## src/rtl/led_pattern_pkg.sv

```systemverilog
// Shared definitions for the LED pattern controller: register map,
// animation mode encodings, FSM states and bounce direction values.
package led_pattern_pkg;

  // Avalon-MM word addresses
  localparam logic [2:0] ADDR_CTRL    = 3'd0;
  localparam logic [2:0] ADDR_PATTERN = 3'd1;
  localparam logic [2:0] ADDR_PERIOD  = 3'd2;
  localparam logic [2:0] ADDR_LEDSTAT = 3'd3;
  localparam logic [2:0] ADDR_STEPCNT = 3'd4;

  // CTRL[2:1] animation mode
  typedef enum logic [1:0] {
    MODE_STATIC = 2'd0,
    MODE_BLINK  = 2'd1,
    MODE_ROTATE = 2'd2,
    MODE_BOUNCE = 2'd3
  } led_mode_t;

  // Controller FSM: IDLE while CTRL.EN=0, RUN while CTRL.EN=1
  typedef enum logic {
    ST_IDLE = 1'b0,
    ST_RUN  = 1'b1
  } led_state_t;

  // Bounce direction
  localparam logic DIR_LEFT  = 1'b0;
  localparam logic DIR_RIGHT = 1'b1;

  localparam int STEPCNT_W = 16;

endpackage

```

## src/rtl/led_step_timer.sv

```systemverilog
// Step prescaler: counts 0..P-1 (P = period, period 0 behaves as 1) while
// enabled and pulses tick for one cycle on the terminal count. A clear
// restarts the count and suppresses any tick in that cycle.
module led_step_timer #(
  parameter int PERIOD_W = 26
) (
  input  logic                clk,
  input  logic                reset_n,
  input  logic                enable,
  input  logic                clear,
  input  logic [PERIOD_W-1:0] period,
  output logic                tick
);

  logic [PERIOD_W-1:0] count;
  logic [PERIOD_W-1:0] last;
  logic                at_last;

  // Terminal count; >= keeps the counter bounded if PERIOD shrinks mid-count
  assign last    = (period == '0) ? '0 : period - PERIOD_W'(1);
  assign at_last = (count >= last);
  assign tick    = enable && !clear && at_last;

  // Prescaler: held at 0 when disabled or cleared, wraps after the terminal count
  always_ff @(posedge clk or negedge reset_n) begin
    if (!reset_n) begin
      count <= '0;
    end else if (clear || !enable || at_last) begin
      count <= '0;
    end else begin
      count <= count + PERIOD_W'(1);
    end
  end

endmodule

```

## src/rtl/led_pattern_ctrl.sv

```systemverilog
// Avalon-MM LED pattern controller. Software loads a pattern, step period
// and mode; in RUN the working register is animated once per step tick.
// Bus handshake: a write is accepted in any cycle with chipselect && write;
// a read is taken with chipselect && read && !write and its data appears on
// readdata the following cycle; readdata is 0 in every other cycle.
module led_pattern_ctrl
  import led_pattern_pkg::*;
#(
  parameter int NUM_LEDS = 10,
  parameter int PERIOD_W = 26
) (
  input  logic                clk,
  input  logic                reset_n,
  input  logic [2:0]          address,
  input  logic                chipselect,
  input  logic                read,
  input  logic                write,
  input  logic [31:0]         writedata,
  output logic [31:0]         readdata,
  output logic [NUM_LEDS-1:0] led_out
);

  led_state_t          state, state_nxt;
  led_mode_t           mode, mode_nxt;
  logic [NUM_LEDS-1:0] pattern, pattern_src;
  logic [PERIOD_W-1:0] period;
  logic [NUM_LEDS-1:0] work, work_nxt, led_nxt;
  logic                phase, phase_nxt;
  logic                dir, dir_nxt;
  logic [STEPCNT_W-1:0] stepcnt;
  logic [31:0]         rd_mux;
  logic                wr_en, rd_en, ctrl_wr, pat_wr, per_wr, cnt_clr, reload;
  logic                run, tick;
  logic                unused_wdata;

  // Upper writedata bits beyond the register widths are intentionally dropped
  assign unused_wdata = ^writedata;

  // Bus decode; a simultaneous read and write counts only as a write
  assign wr_en   = chipselect && write;
  assign rd_en   = chipselect && read && !write;
  assign ctrl_wr = wr_en && (address == ADDR_CTRL);
  assign pat_wr  = wr_en && (address == ADDR_PATTERN);
  assign per_wr  = wr_en && (address == ADDR_PERIOD);
  assign cnt_clr = wr_en && (address == ADDR_STEPCNT);
  assign reload  = ctrl_wr || pat_wr;

  assign run         = (state == ST_RUN);
  assign pattern_src = pat_wr ? writedata[NUM_LEDS-1:0] : pattern;
  assign mode_nxt    = ctrl_wr ? led_mode_t'(writedata[2:1]) : mode;

  // A reload clears the prescaler, which also discards a coincident tick
  led_step_timer #(.PERIOD_W(PERIOD_W)) u_timer (
    .clk     (clk),
    .reset_n (reset_n),
    .enable  (run),
    .clear   (reload),
    .period  (period),
    .tick    (tick)
  );

  // FSM state register
  always_ff @(posedge clk or negedge reset_n) begin
    if (!reset_n) state <= ST_IDLE;
    else          state <= state_nxt;
  end

  // FSM next state: follows EN of each CTRL write
  always_comb begin
    state_nxt = state;
    if (ctrl_wr) state_nxt = writedata[0] ? ST_RUN : ST_IDLE;
  end

  // FSM output: LED drive for the next cycle, dark in IDLE and blink-off phase
  always_comb begin
    led_nxt = '0;
    if (state_nxt == ST_RUN && !(mode_nxt == MODE_BLINK && phase_nxt))
      led_nxt = work_nxt;
  end

  // Working-register animation: reload wins over a tick
  always_comb begin
    work_nxt  = work;
    phase_nxt = phase;
    dir_nxt   = dir;
    if (reload) begin
      work_nxt  = pattern_src;
      phase_nxt = 1'b0;
      dir_nxt   = DIR_LEFT;
    end else if (tick) begin
      case (mode)
        MODE_STATIC: ;
        MODE_BLINK:  phase_nxt = ~phase;
        MODE_ROTATE: work_nxt = (work << 1) | (work >> (NUM_LEDS - 1));
        MODE_BOUNCE: begin
          if (dir == DIR_LEFT) begin
            if (work[NUM_LEDS-1]) begin
              dir_nxt  = DIR_RIGHT;
              work_nxt = work >> 1;
            end else begin
              work_nxt = work << 1;
            end
          end else begin
            if (work[0]) begin
              dir_nxt  = DIR_LEFT;
              work_nxt = work << 1;
            end else begin
              work_nxt = work >> 1;
            end
          end
        end
        default: ;
      endcase
    end
  end

  // Software-visible registers, animation state and registered LED drive
  always_ff @(posedge clk or negedge reset_n) begin
    if (!reset_n) begin
      mode    <= MODE_STATIC;
      pattern <= '0;
      period  <= '0;
      work    <= '0;
      phase   <= 1'b0;
      dir     <= DIR_LEFT;
      led_out <= '0;
    end else begin
      mode    <= mode_nxt;
      if (pat_wr) pattern <= writedata[NUM_LEDS-1:0];
      if (per_wr) period  <= writedata[PERIOD_W-1:0];
      work    <= work_nxt;
      phase   <= phase_nxt;
      dir     <= dir_nxt;
      led_out <= led_nxt;
    end
  end

  // Step counter: write-to-clear beats a coincident tick
  always_ff @(posedge clk or negedge reset_n) begin
    if (!reset_n)     stepcnt <= '0;
    else if (cnt_clr) stepcnt <= '0;
    else if (tick)    stepcnt <= stepcnt + STEPCNT_W'(1);
  end

  // Read mux; unmapped addresses return 0
  always_comb begin
    rd_mux = '0;
    case (address)
      ADDR_CTRL:    rd_mux = {29'd0, mode, run};
      ADDR_PATTERN: rd_mux = 32'(pattern);
      ADDR_PERIOD:  rd_mux = 32'(period);
      ADDR_LEDSTAT: rd_mux = 32'(led_out);
      ADDR_STEPCNT: rd_mux = 32'(stepcnt);
      default:      rd_mux = '0;
    endcase
  end

  // Registered read data, zero outside the cycle after an accepted read
  always_ff @(posedge clk or negedge reset_n) begin
    if (!reset_n) readdata <= '0;
    else          readdata <= rd_en ? rd_mux : '0;
  end

endmodule

```

## config.mk

```make
export PLATFORM = sky130hd
export DESIGN_NAME = led_pattern_ctrl
export DESIGN_NICKNAME = d
export VERILOG_FILES = /design/src/rtl/led_pattern_pkg.sv /design/src/rtl/led_step_timer.sv /design/src/rtl/led_pattern_ctrl.sv
export SDC_FILE = /design/constraint.sdc
export NUM_CORES = 1
export LEC_CHECK = 0
export ABC_AREA = 1
export CAP_MARGIN = 20
export CORE_UTILIZATION = 25
export CTS_CLUSTER_SIZE = 25
export DETAILED_ROUTE_END_ITERATION = 6
export PLACE_DENSITY = 0.41
export SLEW_MARGIN = 20
export SYNTH_ARGS = -nofsm -noshare
export SYNTH_HDL_FRONTEND = slang
export SYNTH_SLANG_ARGS = --single-unit
```

## constraint.sdc

```tcl
create_clock -name clk -period 3.1 [get_ports clk]
set_input_delay 0.465 -clock clk [delete_from_list [all_inputs] [get_ports clk]]
set_output_delay 0.465 -clock clk [all_outputs]
set_load 0.02 [all_outputs]
```

# Word-level counts from Yosys, hierarchy flattened
# Index checks and enable logic that the tools add are counted.
[word_totals]
out_inout_bits = 42
input_bits = 40
register_bits = 129
word_cells = 75
[classes]
mux = 26
n_addsub = 3
eq_ne = 8
n_lt_le_gt_ge = 1
n_reduce_logical = 24
bitwise = 2
[op_table]
columns = ["operator", "count"]
rows = [
  ["26-bit case mux with 5 select lines", 1],
  ["26-bit two-way mux", 3],
  ["10-bit two-way mux", 7],
  ["16-bit two-way mux", 2],
  ["26-bit by 1-bit adder with 26-bit output (second input constant)", 1],
  ["26-bit greater-or-equal comparator", 1],
  ["26-bit logical NOT", 1],
  ["26-bit by 1-bit subtractor with 26-bit output (second input constant)", 1],
  ["10-bit case mux with 2 select lines", 1],
  ["16-bit by 1-bit adder with 16-bit output (second input constant)", 1],
  ["1-bit logical AND", 11],
  ["1-bit two-way mux", 11],
  ["10-bit by 1-bit bitwise OR with 10-bit output", 1],
  ["3-bit by 2-bit == test with 1-bit output (second input constant)", 2],
  ["2-bit nonzero test", 3],
  ["2-bit by 1-bit == test with 1-bit output (second input constant)", 2],
  ["2-bit == test (second input constant)", 2],
  ["1-bit logical NOT", 4],
  ["3-bit by 1-bit == test with 1-bit output (second input constant)", 1],
  ["3-bit == test (second input constant)", 1],
  ["3-bit logical NOT", 1],
  ["1-bit logical OR", 3],
  ["2-bit two-way mux", 1],
  ["2-bit AND reduction", 1],
  ["1-bit inverter", 1],
]

# Longest topological paths before layout
[depth]
ltp_word = 12
depth_mapped = 27
depth_no_buf = 27

# Modules after synthesis
# From an unflattened synthesis, not the netlist that was laid out.
[unflattened]
cells_unflattened = 1011
hier_area_um2 = 7683.6
[modules_own_cells]
columns = ["module", "seq_area_each_um2", "instances", "cells_per_inst", "area_each_um2"]
rows = [
  ["led_pattern_ctrl", 2577.5, 1, 569, 4825.9],
  ["led_step_timer", 650.6, 1, 442, 2857.7],
]

# Worst setup path after synthesis
# OpenSTA, ideal clock, no wires.
[synth_path]
kind = "register to register"
start = "reg period[0]"
end = "reg led_out[0]"
n_path_buf = 1
arrival_ps = 2923
required_ps = 2973
slack_ps = 50
setup_time_ps = 127
path_stages_with_launch = 27
period_less_slack_ps = 3050
path_cell_list = "dfrtp_1 -> inv_2 -> ha_1 -> nand2_1 -> nor2_2 -> inv_1 -> nor2_2 -> nand2_1 -> inv_1 -> nand4_2 -> buf_2 -> nand3_1 -> ha_1 -> nand2_1 -> inv_1 -> nand2_1 -> nand2_1 -> nand2_1 -> nand2_1 -> nor2_1 -> nand3_2 -> nand2_2 -> nand2_1 -> nand2_1 -> nand3_1 -> nand2_1 -> nor2_1"
[synth_via]
elab_chain_len = 10
elab_cells_between_ends = 13
classes_between = "add/sub: 1; order compare: 1; mux: 6; reduce/logical: 5"
[synth_rtl]
columns = ["item", "line_no", "source"]
rows = [
  ["from (decl)", "led_pattern_ctrl.sv:26", "logic [PERIOD_W-1:0] period;"],
  ["from (signal assigned)", "led_pattern_ctrl.sv:130", "if (per_wr) period <= writedata[PERIOD_W-1:0];"],
  ["26-bit by 1-bit subtractor with 26-bit output or 26-bit logical NOT (tied branches)", "led_step_timer.sv:20", "assign last = (period == '0) ? '0 : period - PERIOD_W'(1);"],
  ["26-bit two-way mux (*)", "led_step_timer.sv:20", ""],
  ["26-bit greater-or-equal comparator (*)", "led_step_timer.sv:21", "assign at_last = (count >= last);"],
  ["1-bit logical AND (*)", "led_step_timer.sv:22", "assign tick = enable && !clear && at_last;"],
  ["1-bit two-way mux", "led_pattern_ctrl.sv:90", "end else if (tick) begin"],
  ["1-bit two-way mux", "led_pattern_ctrl.sv:86", "if (reload) begin"],
  ["1-bit logical AND", "led_pattern_ctrl.sv:77", "if (state_nxt == ST_RUN && !(mode_nxt == MODE_BLINK && phase_nxt))"],
  ["1-bit logical NOT", "led_pattern_ctrl.sv:77", ""],
  ["1-bit logical AND", "led_pattern_ctrl.sv:77", ""],
  ["10-bit two-way mux (*)", "led_pattern_ctrl.sv:77", ""],
  ["via led_nxt[0]", "led_pattern_ctrl.sv:27", "logic [NUM_LEDS-1:0] work, work_nxt, led_nxt;"],
  ["to (signal assigned)", "led_pattern_ctrl.sv:134", "led_out <= led_nxt;"],
  ["to (decl)", "led_pattern_ctrl.sv:20", "output logic [NUM_LEDS-1:0] led_out"],
]
# Mark *: on every way through the listed nets, which the timed path passes. The rest lies on a longest branch.
# A chain may end at the register's enable or synchronous reset.

# Worst setup path after layout
[layout_path]
start = "reg period[1]"
end = "reg stepcnt[2]"
[layout_via]
elab_chain_len = 5
elab_cells_between_ends = 6
classes_between = "add/sub: 1; order compare: 1; mux: 1; reduce/logical: 3"
[layout_rtl]
columns = ["item", "line_no", "source"]
rows = [
  ["26-bit by 1-bit subtractor with 26-bit output or 26-bit logical NOT (tied branches)", "led_step_timer.sv:20", ""],
  ["26-bit two-way mux (*)", "led_step_timer.sv:20", ""],
  ["26-bit greater-or-equal comparator (*)", "led_step_timer.sv:21", ""],
  ["1-bit logical AND (*)", "led_step_timer.sv:22", ""],
  ["2-bit nonzero test (no line) (*)", "-", ""],
  ["to (signal assigned)", "led_pattern_ctrl.sv:142", "else if (tick) stepcnt <= stepcnt + STEPCNT_W'(1);"],
  ["to (decl)", "led_pattern_ctrl.sv:30", "logic [STEPCNT_W-1:0] stepcnt;"],
]
# Mark *: on every way between the ends. The rest lies on a longest branch, timed or not.

==> metrics.md <==
| Metric | Value |
|---|---|
| Outcome | `complete, but fails checks` |
| Failing checks | `negative setup slack` |
| Root buffer cell | `clkbuf_16` |
| Initial antenna violation count | `0` |
| Worst skew pair latency | `roughly 0.43 ns` |
| R2R setup slack | `-0.16 ns` |
| Hold path start | `u_timer.count[0]` |
| Cell family with most CP delay | `simple AND/OR/NAND/NOR gates` |
| CP arrival | `3.61 ns` |
| Slew headroom | `46.6%` |
| Compound-Gate Fraction of Synth Area | `10.4%` |
| H-tree lvl count | `4` |
| First-pass GRT wire length | `between 30000 and 40000 um` |
| Vias in the first global route | `6919` |
| Antenna cells | `0` |
| Static Leakage | `5.04 nW` |
| Die H | `175 um` |
| Bufs on Longest Clock Path | `2` |
| Post-DP HPWL | `between 15000 and 20000 um` |
| Synth Register Bits | `129` |
| Min-Delay Path Class | `flop to flop` |
| Post-synthesis cell count | `between 900 and 1000` |
| Proportion of layout cells with a drive suffix above 1 | `27.7%` |
| Worst setup path class | `flop to flop` |
| Worst R2R Start | `period[1]` |
| Placer Congestion | `0.837` |
| Max cap viols | `0` |
| Req. time, crit path | `3.45 ns` |
| Setup WS post-layout | `-0.158 ns` |
| 1st-iter DRT viols | `245` |
| Startpoint Class | `flop` |
| Finish-stage setup viols | `54` |
| Most frequent cells in the layout | `nand2_1 (163), dfrtp_1 (129), inv_1 (116)` |
| Synth Area in XOR/XNOR | `under 10%` |
| DIE AREA | `30700 um2` |
| Commonest non-fill, non-tap cell in the layout | `nand2_1` |
| Synth Area in Adders | `4.84%` |
| Total I/O pin count | `82` |
| FP Rows | `63` |
| Largest family of logic cells by synthesized area | `simple AND/OR/NAND/NOR gates` |
| Number of vias per cell | `4.51` |
| Layout net count | `1191` |
| Starting density of the core | `25.4%` |
| Die width | `175 um` |
| Layout area overhead | `44.9%` |
| Vias | `6872` |
| Crit path max fanout | `8` |
| Core Area | `29600 um2` |
| Crit-path most repeated cell | `nand2_2` |
| Final Skew | `0.0102 ns` |
| All-layer global routing usage | `15.8%` |
| Final antenna-violating net count | `0` |
| Distinct cells, synth | `46` |
| Fin. Hold Viols | `0` |
| Post-synthesis mux area share | `less than 1%` |
| Cts bufs inserted | `17` |
| F_max | `0.307 GHz` |
| Power per cell area | `approximately 540 nW/um2` |
| Mapped Area | `7500 um2` |
| Synth Area in Simple Gates | `28.8%` |
| IO Port Bufs | `69` |
| Post-Syn Area per Cell | `7.96 um2` |
| TritonCTS clock tree | `yes` |
| Crit path capture type | `flop` |
| Crit-path slowest cell | `dfrtp_1` |
| Grt ovf | `0` |
| Final Max Slew Viols | `0` |
| VDD IR max | `a little over 0.4 mV` |
| Slowest cell delay on critical path | `roughly 0.38 ns` |
| Residual DRC | `0` |
| Dpl ws | `-0.478 ns` |
| Post-synthesis sequential area ratio | `43.0%` |
| Crit share post-route | `105%` |
| Routed WL | `23400 um` |
| Sink Count | `129` |
| Wire per inst | `15.3 um` |
| Clock-pin slew on the worst setup and hold paths | `0.06 ns` |
| WHS | `0.505 ns` |
| Worst-margin pin slew | `0.800 ns` |
| Final min period | `3.26 ns` |
| YS warnings | `0` |
| DRT Pass-1 Iters | `4` |
| Largest net degree at the start of global routing | `50` |
| RSZ-0062 raised after global routing | `yes` |
| CP Buf/Inv Count | `5` |
| CP startpoint | `period[1]` |
-- cells by family (layout without fill, tap and decap cells) --
group           Yosys count  after routing
simple gates            455            455
fa+ha+maj                29             29
compound gates          133            133
xor+xnor                 31             31
buf+inv                 161            347
flops                   129            129
other cells               1              6
mux                       4              4
-- cell usage after synthesis (all sizes together) --
library cell / n / area, um2
a211oi: 2 / 15.0
a21o: 1 / 7.51
a21oi: 44 / 220
a221oi: 9 / 78.8
a22o: 1 / 8.76
a22oi: 5 / 37.5
a31oi: 2 / 12.5
a32o: 1 / 10.0
and3: 1 / 6.26
buf: 17 / 113
clkbuf: 12 / 45.0
clkinv: 1 / 3.75
conb: 1 / 3.75
dfrtp: 129 / 3230
ha: 29 / 363
inv: 131 / 492
mux2: 4 / 45.0
nand2: 200 / 796
nand3: 70 / 380
nand3b: 2 / 15.0
nand4: 15 / 100
nor2: 127 / 581
nor3: 30 / 221
nor4: 7 / 43.8
o211ai: 2 / 15.0
o21a: 1 / 7.51
o21ai: 52 / 264
o22ai: 10 / 62.6
o31ai: 3 / 37.5
or2: 3 / 18.8
xnor2: 13 / 114
xor2: 18 / 158
-- layout make-up --
| cell class | count | area [um2] |
|---|---|---|
| Fill cell | 3113 | 18700 |
| Multi-Input combinational cell | 658 | 4290 |
| Sequential cell | 129 | 3230 |
| Timing Repair Buffer | 184 | 1730 |
| Inverter | 132 | 513 |
| Tap cell | 390 | 488 |
| Clock buffer | 21 | 480 |
| Clock inverter | 10 | 149 |
-- power by group --
| part | switching (W) | internal (W) |
|---|---|---|
| Clock | 0.000809 | 0.00136 |
| Sequential | 0.000192 | 0.00189 |
| Combinational | 0.000938 | 0.000731 |
-- metal layers --
layer,vias up,track usage [%],wire [um]
li1,3427,-,-
met1,3321,20.4,10800
met2,105,27.6,11700
met3,19,2.55,623
met4,0,3.55,255
met5,-,0,0
-- flip-flops by register name, summed over array words and instances (netlist names) --
register,cells
u_timer.count,26
phase,1
run,1
period,26
mode,2
pattern,10
work,10
stepcnt,16
led_out,10
dir,1
readdata,26
-- path summary, 6_finish.rpt --
path | to | cells after the start
setup / recovery | stepcnt[2] | 25
hold / removal | u_timer.count[0] | 1
setup reg to reg | stepcnt[2] | 25
hold reg to reg | u_timer.count[0] | 1
max in group asynchronous | led_out[3] | 3
min in group asynchronous | u_timer.count[18] | 2
-- through the flow --
stage	power, W	area (um2)	util, %	TNS [ns]	instances
final	0.00592	10900	36.8	-4.98	1524
after global routing	0.00627	10900	36.8	-21.07	1524
after CTS	0.00591	10500	35.4	-6.21	1520
after detailed placement	0.00354	9270	31.4	-19.49	1468
after global placement	0.00354	9270	31.4	-18.76	1468
after floorplan	0.00286	7520	-	0	948
-- repair_timing --
item | in CTS | in global routing
gates resized for setup | 102 | 86
gates cloned | 3 | 2
pin swaps | 45 | 16
buffers inserted | 21 | 3
hold buffers | 1 | 0
endpoints found under the hold margin | 39 | 0
setup endpoints to repair | 64 | 64
Note: power is estimated with default switching activity, not from simulation.
